`src/rtl/fetch_pc_seq.sv`:
```
// fetch_pc_seq: program-counter sequencer for the instruction-fetch stage.
// It supports relative branches, absolute jumps, call/return through a return-address
// stack, stall, halt and auto-halt at HALT_PC.
// Optional macro PC_BOUND_CHECK_EN: when defined, any computed next PC above PC_LIMIT
// halts the sequencer and sets the sticky bound_err flag.
module fetch_pc_seq #(
  parameter int              PC_W      = 10,
  parameter int              OFF_W     = 8,
  parameter int              RAS_DEPTH = 4,
  parameter logic [PC_W-1:0] HALT_PC   = {PC_W{1'b1}},
  parameter logic [PC_W-1:0] PC_LIMIT  = {PC_W{1'b1}}
) (
  input  logic             CLK,
  input  logic             init,
  input  logic             start,
  input  logic [PC_W-1:0]  start_addr,
  input  logic             stall,
  input  logic             halt,
  input  logic             branch_en,
  input  logic             bSIGN,
  input  logic [OFF_W-1:0] bOFFSET,
  input  logic             jump_en,
  input  logic             call_en,
  input  logic             ret_en,
  input  logic [PC_W-1:0]  jump_addr,
  output logic [PC_W-1:0]  PC,
  output logic             running,
  output logic             done,
  output logic             ras_err,
  output logic             bound_err
);

  localparam int CW = $clog2(RAS_DEPTH + 1);

  typedef enum logic [1:0] {S_IDLE, S_RUN, S_HALTED} state_t;

  state_t                            state_q, state_d;
  logic [PC_W-1:0]                   pc_q, pc_d;
  logic [RAS_DEPTH-1:0][PC_W-1:0]    ras_q, ras_d;
  logic [CW-1:0]                     cnt_q, cnt_d;
  logic                              ras_err_q, ras_err_d;
  logic                              bound_err_q, bound_err_d;

  logic [PC_W-1:0] pc_inc, ras_top, tgt;
  logic            move, push, pop;

  assign pc_inc = pc_q + PC_W'(1);

  // Top-of-stack read: entry cnt_q-1 (don't care when empty).
  always_comb begin
    ras_top = '0;
    for (int i = 0; i < RAS_DEPTH; i++)
      if (cnt_q == CW'(i + 1)) ras_top = ras_q[i];
  end

  // Next-state / next-PC: start overrides all; in RUN one prioritised action per cycle.
  always_comb begin
    state_d     = state_q;
    pc_d        = pc_q;
    ras_d       = ras_q;
    cnt_d       = cnt_q;
    ras_err_d   = ras_err_q;
    bound_err_d = bound_err_q;
    tgt         = pc_inc;
    move        = 1'b0;
    push        = 1'b0;
    pop         = 1'b0;

    if (start) begin
      pc_d        = start_addr;
      state_d     = S_RUN;
      cnt_d       = '0;
      ras_err_d   = 1'b0;
      bound_err_d = 1'b0;
    end else if (state_q == S_RUN) begin
      if (halt) begin
        state_d = S_HALTED;
      end else if (stall) begin
        state_d = S_RUN;
      end else if (pc_q == HALT_PC) begin
        state_d = S_HALTED;
      end else if (ret_en) begin
        if (cnt_q == '0) begin
          ras_err_d = 1'b1;
          state_d   = S_HALTED;
        end else begin
          tgt  = ras_top;
          pop  = 1'b1;
          move = 1'b1;
        end
      end else if (call_en) begin
        if (cnt_q == CW'(RAS_DEPTH)) begin
          ras_err_d = 1'b1;
          state_d   = S_HALTED;
        end else begin
          tgt  = jump_addr;
          push = 1'b1;
          move = 1'b1;
        end
      end else if (jump_en) begin
        tgt  = jump_addr;
        move = 1'b1;
      end else if (branch_en) begin
        tgt  = bSIGN ? pc_q - PC_W'(bOFFSET) : pc_q + PC_W'(bOFFSET);
        move = 1'b1;
      end else begin
        tgt  = pc_inc;
        move = 1'b1;
      end

`ifdef PC_BOUND_CHECK_EN
      // Out-of-range target: stop in place, leave the stack untouched.
      if (move && (tgt > PC_LIMIT)) begin
        bound_err_d = 1'b1;
        state_d     = S_HALTED;
        move        = 1'b0;
      end
`endif

      if (move) begin
        pc_d = tgt;
        if (pop) cnt_d = cnt_q - CW'(1);
        if (push) begin
          for (int i = 0; i < RAS_DEPTH; i++)
            if (cnt_q == CW'(i)) ras_d[i] = pc_inc;
          cnt_d = cnt_q + CW'(1);
        end
      end
    end
  end

  // State registers with asynchronous reset.
  always_ff @(posedge CLK or posedge init) begin
    if (init) begin
      state_q     <= S_IDLE;
      pc_q        <= '0;
      ras_q       <= '0;
      cnt_q       <= '0;
      ras_err_q   <= 1'b0;
      bound_err_q <= 1'b0;
    end else begin
      state_q     <= state_d;
      pc_q        <= pc_d;
      ras_q       <= ras_d;
      cnt_q       <= cnt_d;
      ras_err_q   <= ras_err_d;
      bound_err_q <= bound_err_d;
    end
  end

  assign PC      = pc_q;
  assign running = (state_q == S_RUN);
  assign done    = (state_q == S_HALTED);
  assign ras_err = ras_err_q;

`ifdef PC_BOUND_CHECK_EN
  assign bound_err = bound_err_q;
`else
  // Without the check the flag register never sets; the output is a hard zero.
  logic unused_bound;
  assign unused_bound = bound_err_q ^ (^PC_LIMIT);
  assign bound_err    = 1'b0;
`endif

endmodule

```
`config.mk`:
```
export PLATFORM = sky130hd
export DESIGN_NAME = fetch_pc_seq
export DESIGN_NICKNAME = d
export VERILOG_FILES = /design/src/rtl/fetch_pc_seq.sv
export SDC_FILE = /design/constraint.sdc
export NUM_CORES = 1
export LEC_CHECK = 0
export CORE_ASPECT_RATIO = 2
export CORE_UTILIZATION = 51
export DETAILED_ROUTE_END_ITERATION = 6
export PLACE_DENSITY = 0.78
export SLEW_MARGIN = 20
export SYNTH_ARGS = -nofsm -noshare
export SYNTH_HDL_FRONTEND = slang
export SYNTH_SLANG_ARGS = --single-unit
export TNS_END_PERCENT = 5
```
`constraint.sdc`:
```
create_clock -name CLK -period 2.6 [get_ports CLK]
set_input_delay 0.52 -clock CLK [delete_from_list [all_inputs] [get_ports CLK]]
set_output_delay 0.52 -clock CLK [all_outputs]
set_load 0.02 [all_outputs]
```
# [After elaboration in Yosys (flattened, before gate mapping)]
# Index checks and enable logic that the tools add are counted.
[classes] muxes=62 magnitude_cmp=0 n_shift=0 n_reduce_logical=16 eq_ne=12 div_mod_pow=0 n_mul=0 bitwise=1 addsub=5
[ops] op="2-to-1 mux 10 bit" n=17
[ops] op="2-to-1 mux 1 bit" n=31
[ops] op="AND reduction 5 bit" n=4
[ops] op="2-to-1 mux 2 bit" n=9
[ops] op="2-to-1 mux 3 bit" n=5
[ops] op="nonzero test 6 bit" n=2
[ops] op="adder 10 x 1 -> 10 bit (second input constant)" n=1
[ops] op="adder 10 x 8 -> 10 bit" n=1
[ops] op="equality test 10 bit (second input constant)" n=1
[ops] op="subtractor 10 x 8 -> 10 bit" n=1
[ops] op="nonzero test 3 bit" n=3
[ops] op="AND reduction 7 bit" n=1
[ops] op="equality test 3 x 2 -> 1 bit (second input constant)" n=2
[ops] op="!= test 2 bit (second input constant)" n=3
[ops] op="!= test 6 x 4 -> 1 bit (second input constant)" n=1
[ops] op="AND reduction 4 bit" n=1
[ops] op="nonzero test 2 bit" n=2
[ops] op="adder 3 x 1 -> 3 bit (second input constant)" n=1
[ops] op="equality test 3 x 1 -> 1 bit (second input constant)" n=1
[ops] op="equality test 3 bit (second input constant)" n=1
[ops] op="zero test 3 bit" n=1
[ops] op="!= test 3 x 2 -> 1 bit (second input constant)" n=1
[ops] op="AND reduction 3 bit" n=1
[ops] op="subtractor 3 x 1 -> 3 bit (second input constant)" n=1
[ops] op="other kinds (4)" n=4
[totals] ramBits=0 latchBits=0 memories=0 reg_bits=56 input_bits=38 elab_cells=104 romBits=0 out_inout_bits=14

# [Logic depth before layout (Yosys ltp)]
# Gate-level depths: netlist of the first run.
[depth] depth_word=13 mapped_depth=14 mapped_depth_nobuf=14

# [Worst setup path after synthesis of the first run]
# Ideal clock, no wire load.
[synth_timing] path_kind="input to register" from="input port bOFFSET[3]" to="register pc_q[6], in the netlist PC[6]" setup_slack_ps=-361 required_ps=2474 setup_time_ps=126 path_buffers=0 t_arrival_ps=2835 stages=12 path_cell_list="nor2_1 > nor4b_1 > nor2_1 > xnor2_1 > ha_1 > and3_1 > a221oi_1 > xnor2_1 > and2_0 > o221ai_1 > a31oi_1 > a221o_1"
[synth_via] elab_chain_cells=12 elab_cells_between_ends=13 cone_classes="2 x add/sub; 11 x mux"
[synth_rtl] item="start: declaration" line="21" rtl="input logic [OFF_W-1:0] bOFFSET,"
[synth_rtl] item="adder 10 x 8 -> 10 bit or subtractor 10 x 8 -> 10 bit (tied branches)" line="104" rtl="tgt = bSIGN ? pc_q - PC_W'(bOFFSET) : pc_q + PC_W'(bOFFSET);"
[synth_rtl] item="2-to-1 mux 10 bit (*)" line="104"
[synth_rtl] item="2-to-1 mux 10 bit (*)" line="103" rtl="end else if (branch_en) begin"
[synth_rtl] item="2-to-1 mux 10 bit (*)" line="100" rtl="end else if (jump_en) begin"
[synth_rtl] item="2-to-1 mux 10 bit (*)" line="91" rtl="end else if (call_en) begin"
[synth_rtl] item="2-to-1 mux 10 bit (*)" line="82" rtl="end else if (ret_en) begin"
[synth_rtl] item="2-to-1 mux 10 bit (*)" line="80" rtl="end else if (pc_q == HALT_PC) begin"
[synth_rtl] item="2-to-1 mux 10 bit (*)" line="78" rtl="end else if (stall) begin"
[synth_rtl] item="2-to-1 mux 10 bit (*)" line="76" rtl="if (halt) begin"
[synth_rtl] item="2-to-1 mux 10 bit (*)" line="120" rtl="if (move) begin"
[synth_rtl] item="2-to-1 mux 10 bit (*)" line="75" rtl="end else if (state_q == S_RUN) begin"
[synth_rtl] item="2-to-1 mux 10 bit (*)" line="69" rtl="if (start) begin"
[synth_rtl] item="end signal: assignment" line="143" rtl="pc_q <= pc_d;"
[synth_rtl] item="end: declaration" line="38" rtl="logic [PC_W-1:0] pc_q, pc_d;"
# Mark *: on every way between the ends. The rest lies on a longest branch, timed or not. The select of a mux whose other input is x is not followed.
# A chain may end at the register's enable or synchronous reset.

# [Worst setup path after layout of the first run]
[layout_timing] from="input port bOFFSET[1]" to="register pc_q[8], in the netlist PC[8]"
# The elaborated chain is that of the path after synthesis.

==> impl_results.md, run 1 <==
- CTS Buf Count: 5
- Synth Instances: 489
- Data required time at the worst endpoint: 2.81 ns
- Top_reg_cell synth: dfrtp_1
- Synth Register Bits: 56
- Die height: 127 um
- Class of the worst hold path: register to register
- Worst slew margin: 0.593
- Number of endpoints failing setup at the final stage: 4
- Via count of the first global-routing pass: 4408
- Leading cell types by count after synthesis: nand2_1 (84), dfrtp_1 (56), o21ai_0 (52)
- Power density relative to cell area: 513 nW/um2
- Least-Margin Pin Slew: 0.607 ns
- Floorplan row count: 45
- Final Non-Filler Cells: 695
- Maximum root-to-sink buffer count: 2
- Area share of the largest cell type after synthesis: 0.353
- Clock latency on the worst-skew pair: 0.30 ns
- I/O pin count: 52
- Initial core utilization: 0.526
- Largest fanout on the critical path: 3
- TritonCTS clock tree: done
- PnR worst setup slack: -0.0349 ns
- First DRT Iteration DRCs: 287
- WL final: 13100 um
- Count of distinct cell types in the synthesized netlist: 61
- Core Footprint: 7540 um2
- Slack of the worst reg-to-reg path: 0.06 ns
- Post-route antenna net violation count: 0
- Unrepaired setup endpoints after global routing: true
- Clock edge transition at the registers on the reported setup and hold paths: 0.08 ns
- Placed standard-cell area: 5070 um2
- Diodes inserted: 0
- Synth warnings: 0
- Async SR Flop Fraction: 1.00
- Post-DR vias/cell: 6.20
- Total standard cell area after synthesis: 3970 um2
- Avg Cell Area, Syn: 8.11 um2
- CTS Root Cell: clkbuf_16
- Yosys top cell by area: dfrtp_1
- Leakage power of the design: 2.37 nW
- Reg area: 1400 um2
- Most used standard cell by instance count after synthesis: nand2_1
- Number of antenna violations at the first check in global routing: 0
- Status: finished with violations
- RD Place Congestion: 0.939
- Maximum VDD drop: 388 uV
- CTS H-tree lvls: 2
- Count of vias placed by the detailed router: 4312
- Die outline area: 8160 um2
- Total congestion overflow: 0
- Violations in the final reports: setup timing
- Final count of pins violating max slew: 0
- Cells taking the most area after synthesis: dfrtp_1 (35%), nand2_1 (7.9%), o21ai_0 (6.6%), ha_1 (5.4%), a21oi_1 (4.3%)
- Arrival time worst endpoint: 2.85 ns
- Routed length per placed instance: 18.9 um
- Overall track demand over capacity in global routing: 0.336
- Worst clock skew: 0.00822 ns
- DR pass1 iterations: 5
- HPWL after DPL: 9600 um
- Global-route wire length before repair: 20900 um
- Type of element launching the critical path: input pin
- Pin count of the biggest net entering global routing: 57
- Critical path class: input pin to register
- Share of the yosys chip area belonging to registers: 0.353
- Share of final-layout standard cells stronger than drive strength 1: 0.231
- Multi-input gate area: 2510 um2
- Maximum Capacitance Violations: 0
- Number of buffer cells added on primary ports: 50
- Kind of capture point of the worst setup path: register
- Cell area after layout: 5450 um2
- Filler instances: 576
- # placed instances: 679
- Fmax achieved: 0.380 GHz
- Clock tree sinks: 56
- Clock period minus final worst setup slack: 2.63 ns
- Die X-Extent: 64.4 um
- Final-report hold violation count: 0
- Syn Nets: 545
- Final cycle utilization of the critical path: 1.01
- Number of nets at the end of the flow: 656
- Residual DRC: 0
- Area added between synthesis and finish: 37.5%
- Number of enable-type register cells in the synthesized netlist: 0
-- placed cells by master, fill, tap and decap left out, types with 6 or more instances in the layout --
cell type | Yosys | routed
o21ai_1 | 22 | 24
nor2b_1 | 6 | 6
nor2_1 | 33 | 29
nand2_1 | 84 | 84
a21oi_1 | 34 | 29
o211ai_1 | 7 | 7
ha_1 | 17 | 16
inv_1 | 19 | 18
clkdlybuf4s50_1 | 0 | 44
xnor2_1 | 19 | 19
o21ai_0 | 52 | 49
buf_4 | 3 | 77
nand3_1 | 10 | 10
dfrtp_1 | 56 | 56
-- report_power, final --
group / internal [W] / switching [W]
Sequential: 0.000921 / 0.0000575
Clock: 0.000556 / 0.000334
Combinational: 0.000444 / 0.000485
Total: 0.00192 / 0.000877
-- flip-flops by register name, summed over array words and instances (netlist names) --
signal	cells
ras_q	40
PC	10
cnt_q	3
state_q	2
ras_err	1
-- path summary, 6_finish.rpt --
path	start	cells after the start	end
min in group asynchronous	init	3	cnt_q[0]
max	bOFFSET[1]	14	PC[8]
min	ras_q[2]	2	ras_q[2]
max in group asynchronous	init	3	ras_q[15]
max reg2reg	cnt_q[0]	9	PC[8]
min reg2reg	ras_q[2]	2	ras_q[2]
-- through the flow --
stage               setup WS, ns  hold WS, ns  setup TNS (ns)   util  power (W)
floorplan                 -0.107        0.450          -0.107      -    0.00143
global placement          -0.692        0.460           -6.78  0.672    0.00177
detailed placement        -0.794        0.468           -8.16  0.672    0.00180
CTS                      -0.0222        0.485         -0.0341  0.709    0.00272
global route              -0.128        0.510          -0.415  0.723    0.00290
finish                   -0.0349        0.488         -0.0776  0.723    0.00280
-- worst max-delay path, cell delays in order --
cell	delay (ns)
buf_6	0.10
buf_6	0.11
nor4b_4	0.32
nor2_2	0.07
xnor2_1	0.14
ha_1	0.34
and3_4	0.17
a221oi_4	0.27
buf_4	0.17
o21bai_4	0.11
a21oi_2	0.08
a31oi_1	0.15
nand3_1	0.15
o211ai_1	0.15
-- kinds of logic after synthesis --
group	share of synthesized area
buffers and inverters	0.0524
muxes	0.0271
DFF	0.353
and+or+nand+nor	0.198
other	0.000945
adders and majority gates	0.0587
AOI/OAI and AO/OA	0.261
xor gates and xnor gates	0.0486
-- area by class of cell --
cell class | instances | share of cell area
Timing Repair Buffer | 133 | 0.212
Clock buffer | 5 | 0.0229
Inverter | 19 | 0.0131
Sequential cell | 56 | 0.257
Tap cell | 94 | 0.0216
Clock inverter | 3 | 0.0126
Multi-Input combinational cell | 385 | 0.461
-- layer usage --
layer / part of all wire / wire [um] / track usage
met3: 0.042 / 547 / 0.0396
met5: 0 / 0 / 0
met1: 0.34 / 4430 / 0.333
met2: 0.54 / 7090 / 0.616
met4: 0.081 / 1070 / 0.252
-- repair_timing --
item | in CTS | in global routing
setup buffers | 7 | 2
hold buffers | 0 | 0
endpoints found under the setup margin | 9 | 23
pin swaps | 20 | 25
gates resized for setup | 34 | 25
hold endpoints to repair | 0 | 0
(Power assumes the default switching activity.)
==> run 2: changes to the inputs <==
--- a/config.mk
+++ b/config.mk
@@ -8,7 +8,7 @@
 export CORE_ASPECT_RATIO = 2
 export CORE_UTILIZATION = 51
 export DETAILED_ROUTE_END_ITERATION = 6
-export PLACE_DENSITY = 0.78
+export PLACE_DENSITY_LB_ADDON = 0.12
 export SLEW_MARGIN = 20
 export SYNTH_ARGS = -nofsm -noshare
 export SYNTH_HDL_FRONTEND = slang
==> run 2 against run 1 <==
The run still ends with setup timing left. Core utilization is 2.4 points lower. Die area did not move. Clock power down 23%. Largest cell class unchanged.
==> impl_results.md, run 2 (same netlist as run 1, synthesis figures left out) <==
- Initial core utilization: 0.526
- Maximum Capacitance Violations: 0
- Clock edge transition at the registers on the reported setup and hold paths: 0.07 ns
- Overall track demand over capacity in global routing: 0.320
- Worst slack, placed: -0.764 ns
- Placed standard-cell area: 5060 um2
- RD Place Congestion: 0.871
- CTS Buf Count: 5
- Leakage power of the design: 2.30 nW
- Unrepaired setup endpoints after global routing: true
- Number of nets at the end of the flow: 652
- Maximum VDD drop: 367 uV
- Most common cell after layout, fill and taps aside: nand2_1
- Data required time at the worst endpoint: 2.78 ns
- Commonest cells after routing, fill and taps aside: nand2_1 (84), buf_4 (74), dfrtp_1 (56), o21ai_0 (51), clkdlybuf4s50_1 (44)
- TritonCTS clock tree: done
- Via count of the first global-routing pass: 4205
- Critical path class: input pin to register
- Floorplan row count: 45
- First DRT Iteration DRCs: 190
- Fmax achieved: 0.384 GHz
- Post-route antenna net violation count: 0
- Cell area after layout: 5270 um2
- Maximum root-to-sink buffer count: 2
- Final cycle utilization of the critical path: 1.00
- Number of antenna violations at the first check in global routing: 0
- Clock period minus final worst setup slack: 2.60 ns
- I/O pin count: 52
- Final count of pins violating max slew: 0
- Count of vias placed by the detailed router: 4081
- Type of element launching the critical path: input pin
- Kind of capture point of the worst setup path: register
- Area added between synthesis and finish: 32.9%
- Routed length per placed instance: 17.5 um
- Power density relative to cell area: 475 nW/um2
- HPWL after DPL: 9540 um
- Final Non-Filler Cells: 691
- Die outline area: 8160 um2
- Share of final-layout standard cells stronger than drive strength 1: 0.204
- Global-route wire length before repair: 20100 um
- Number of buffer cells added on primary ports: 50
- Clock tree sinks: 56
- # placed instances: 678
- Final-report hold violation count: 0
- Total congestion overflow: 0
- Number of endpoints failing setup at the final stage: 1
- Diodes inserted: 0
- WL final: 12100 um
- Pin count of the biggest net entering global routing: 57
- Largest register FFs: 40
- Residual DRC: 0
- PnR worst setup slack: -0.00400 ns
- Violations in the final reports: setup timing
- Post-DR vias/cell: 5.91
- Arrival time worst endpoint: 2.79 ns
- Clock latency on the worst-skew pair: 0.30 ns
- Least-Margin Pin Slew: 0.624 ns
- Worst slew margin: 0.581
- Largest fanout on the critical path: 3
- Status: finished with violations
- Die X-Extent: 64.4 um
- Core Footprint: 7540 um2
- Class of the worst hold path: register to register
- CTS Root Cell: clkbuf_16
- Die height: 127 um
- DR pass1 iterations: 4
- CTS H-tree lvls: 2
- Final cell utilization of the core: 0.699
- Worst clock skew: 0.00520 ns
- Hold_buf cts: 0
- Register with the highest flop count: ras_q
==> run 2: changes by cell type in the layout (fill, tap and decap cells not counted), moves of 3 or more <==
cell / change
a21oi_1: +3
buf_4: -3
nor3_1: +3
nor3_2: -3
==> run 2: timing repair <==
action,in CTS,in global routing
endpoints found under the setup margin,9,19
gates resized for setup,34,4
setup buffers,5,0
pin swaps,13,2
==> run 2: power by group <==
| group | internal, W | switching [W] | total (W) |
|---|---|---|---|
| Sequential | 0.000922 | 0.0000521 | 0.000974 |
| Combinational | 0.000414 | 0.000434 | 0.000847 |
| Clock | 0.000360 | 0.000324 | 0.000685 |
| Total | 0.00170 | 0.000810 | 0.00251 |
==> run 2: worst paths after layout <==
path,startpoint,to,slack (ns),depth (start not counted)
worst max-delay path,bOFFSET[0],PC[6],-0.004,13
min in group asynchronous,init,cnt_q[1],0.58,3
worst max register to register,PC[0],PC[6],0.08,11
worst min-delay path,ras_q[4],ras_q[4],0.49,2
max in group asynchronous,init,ras_q[32],1.73,3
worst min register to register,ras_q[4],ras_q[4],0.49,2
==> run 2: per-layer routing <==
| layer | vias up | global-route usage | part of all wire |
|---|---|---|---|
| li1 | 1948 | - | - |
| met1 | 1935 | 0.341 | 0.36 |
| met2 | 147 | 0.571 | 0.54 |
| met3 | 51 | 0.0342 | 0.036 |
| met4 | 0 | 0.221 | 0.065 |
| met5 | - | 0 | 0 |
==> run 2: cell type report <==
cell class	count	area, um2
Clock buffer	6	129
Timing Repair Buffer	129	1120
Tap cell	94	118
Inverter	19	71.3
Sequential cell	56	1400
Multi-Input combinational cell	385	2420
Fill cell	626	2270
Clock inverter	2	16.3
==> run 2: through the flow <==
step	power, W	TNS (ns)	hold WS [ns]
2_1_floorplan	0.00143	-0.107	0.450
3_3_place_gp	0.00178	-6.15	0.461
3_5_place_dp	0.00180	-8.65	0.471
4_1_cts	0.00250	-0.0474	0.488
5_1_grt	0.00262	-0.503	0.519
6_report	0.00251	-0.00400	0.487
==> run 2: critical path: stages <==
cell and delay (ns):
buf_6 0.09, buf_6 0.11, nor4b_4 0.29, nor2_1 0.09, xnor2_1 0.17, ha_1 0.28, buf_4 0.15, a221oi_2 0.31
xnor2_1 0.10, and2_1 0.15, o221ai_2 0.15, a31oi_1 0.11, a221o_1 0.27
==> run 3: changes to the inputs <==
--- a/config.mk
+++ b/config.mk
@@ -6,11 +6,11 @@
 export NUM_CORES = 1
 export LEC_CHECK = 0
 export CORE_ASPECT_RATIO = 2
-export CORE_UTILIZATION = 51
+export CORE_UTILIZATION = 55
 export DETAILED_ROUTE_END_ITERATION = 6
 export PLACE_DENSITY_LB_ADDON = 0.12
 export SLEW_MARGIN = 20
 export SYNTH_ARGS = -nofsm -noshare
 export SYNTH_HDL_FRONTEND = slang
 export SYNTH_SLANG_ARGS = --single-unit
-export TNS_END_PERCENT = 5
+export TNS_END_PERCENT = 30
==> constraint.sdc (replaced) <==
create_clock -name CLK -period 2.7 [get_ports CLK]
set_input_delay 0.54 -clock CLK [delete_from_list [all_inputs] [get_ports CLK]]
set_output_delay 0.54 -clock CLK [all_outputs]
set_load 0.02 [all_outputs]
==> run 3 against run 2 <==
The run now ends clean. First-iteration DRC count is 57% higher. Total power is 4.2% higher. Final area is 0.85% higher. Critical path depth stayed put. Cell count is 1.4% lower. Global-route usage is 4.0 points higher. Sequential power is 3.3% lower. Hold slack worse by 0.0032 ns. Die area is 7.1% lower. Largest cell class unchanged. Largest power group unchanged.
==> impl_results.md, run 3 (same netlist as run 1, synthesis figures left out) <==
- DR pass1 iterations: 5
- Data required time at the worst endpoint: 2.88 ns
- Maximum VDD drop: 294 uV
- Post-DR vias/cell: 6.06
- RD Place Congestion: 0.885
- Kind of capture point of the worst setup path: register
- Most frequent cell on the critical path: xnor2_1
- Power density relative to cell area: 491 nW/um2
- Area added between synthesis and finish: 34.1%
- Delay of the slowest cell on the worst path: 0.34 ns
- Via count of the first global-routing pass: 4242
- HPWL after DPL: 9450 um
- TritonCTS clock tree: done
- Leakage power of the design: 2.32 nW
- Clock period minus final worst setup slack: 2.61 ns
- Worst slew margin: 0.604
- Post-route antenna net violation count: 0
- Slack of the worst reg-to-reg path: 0.16 ns
- Number of antenna violations at the first check in global routing: 0
- Overall track demand over capacity in global routing: 0.360
- Total congestion overflow: 0
- Initial core utilization: 0.571
- Number of buffer cells added on primary ports: 50
- CTS Root Cell: clkbuf_16
- Number of endpoints failing setup at the final stage: 0
- I/O pin count: 52
- Final setup TNS: 0 ns
- Global-route wire length before repair: 19900 um
- Filler instances: 495
- Register with the highest flop count: ras_q
- Clock latency on the worst-skew pair: 0.30 ns
- Maximum root-to-sink buffer count: 2
- Final count of pins violating max slew: 0
- Final cycle utilization of the critical path: 0.967
- Die X-Extent: 62.0 um
- Critical path class: input pin to register
- CTS Buf Count: 5
- CP Cell Sequence: buf_2, inv_1, ha_2, a21oi_2, xnor2_1, ha_1, a21o_1, a221oi_4, xnor2_1, and2_1, o221ai_1, a31oi_1, a221o_1
- Residual DRC: 0
- Core Footprint: 6940 um2
- Most common cell after layout, fill and taps aside: nand2_1
- Commonest cells after routing, fill and taps aside: nand2_1 (84), buf_4 (66), dfrtp_1 (56), o21ai_0 (50), clkdlybuf4s50_1 (43)
- First DRT Iteration DRCs: 298
- Clock tree sinks: 56
- WL final: 12400 um
- Unrepaired setup endpoints after global routing: true
- Routed length per placed instance: 18.2 um
- Class of the worst hold path: register to register
- CTS H-tree lvls: 2
- Clock edge transition at the registers on the reported setup and hold paths: 0.07 ns
- Status: complete, no violations
- Arrival time worst endpoint: 2.80 ns
- Diodes inserted: 0
- Type of element launching the critical path: input pin
- Pin count of the biggest net entering global routing: 29
- Slowest CP cell: a221oi_4
- Least-Margin Pin Slew: 0.578 ns
- Number of nets at the end of the flow: 647
- Final-report hold violation count: 0
- Die height: 122 um
- Worst clock skew: 0.00333 ns
- Hold_buf cts: 0
- Largest fanout on the critical path: 5
- Fmax achieved: 0.383 GHz
- Final cell utilization of the core: 0.766
- Floorplan row count: 43
- Maximum Capacitance Violations: 0
- Largest register FFs: 40
- Share of final-layout standard cells stronger than drive strength 1: 0.201
- Count of vias placed by the detailed router: 4130
- Die outline area: 7580 um2
==> run 3: changes by cell type in the layout (fill, tap and decap cells not counted), sizes merged <==
cell	previous run	this run
dlymetal6s2s	0	1
buf	84	78
clkbuf	6	7
clkdlybuf4s15	1	0
clkdlybuf4s50	44	43
clkinv	1	0
clkinvlp	1	0
bufinv	0	2
==> run 3: power by group <==
| part | internal [W] | switching [W] | total, W |
|---|---|---|---|
| sequential | 0.000888 | 0.0000542 | 0.000942 |
| clock | 0.000527 | 0.000302 | 0.000829 |
| combinational | 0.000407 | 0.000433 | 0.000841 |
| total | 0.00182 | 0.000790 | 0.00261 |
==> run 3: area by class of cell <==
type                    count  area [um2]  area share
repair buffers            124        1100       0.206
flip-flops and latches     56        1400       0.264
well taps                  90         113      0.0212
clock inverters             2        60.1      0.0113
inverters                  19        71.3      0.0134
multi-input cells         385        2450       0.461
clock buffers               5         125      0.0235
==> run 3: repair_timing <==
action,4_1_cts,5_1_grt
setup endpoints to repair,8,5
setup buffers,0,1
pin swaps,20,22
endpoints found under the hold margin,0,0
gates resized for setup,32,17
cloned,0,0
==> run 3: through the flow <==
stage / total power [W] / hold slack [ns] / cells / instance area, um2 / setup slack (ns)
after floorplan: 0.00138 / 0.450 / 489 / 3990 / -0.0269
after global placement: 0.00171 / 0.461 / 673 / 5050 / -0.582
after detailed placement: 0.00173 / 0.473 / 673 / 5050 / -0.679
after CTS: 0.00258 / 0.489 / 680 / 5290 / 0.00442
after global routing: 0.00272 / 0.509 / 681 / 5320 / -0.0266
final: 0.00261 / 0.483 / 681 / 5320 / 0.0879
==> run 3: worst paths after layout <==
check / startpoint / to / cells after the start
worst max-delay path: bOFFSET[0] / PC[6] / 13
worst min-delay path: ras_q[34] / ras_q[34] / 2
worst max register to register: cnt_q[0] / PC[9] / 10
worst min register to register: ras_q[34] / ras_q[34] / 2
max in group asynchronous: init / ras_q[34] / 3
min in group asynchronous: init / PC[9] / 2
==> run 3: critical path: cells and delay by family <==
| kind | cells | cell delay [ns] |
|---|---|---|
| buffers and inverters | 2 | 0.14 |
| XOR/XNOR | 2 | 0.22 |
| AO/OA/AOI/OAI | 6 | 1.26 |
| AND/OR/NAND/NOR | 1 | 0.13 |
| adder cells (fa/ha/maj) | 2 | 0.49 |
==> run 3: layer usage <==
metal,track usage,share of wire
met1,0.374,0.35
met2,0.629,0.54
met3,0.0467,0.044
met4,0.240,0.063
met5,0,0
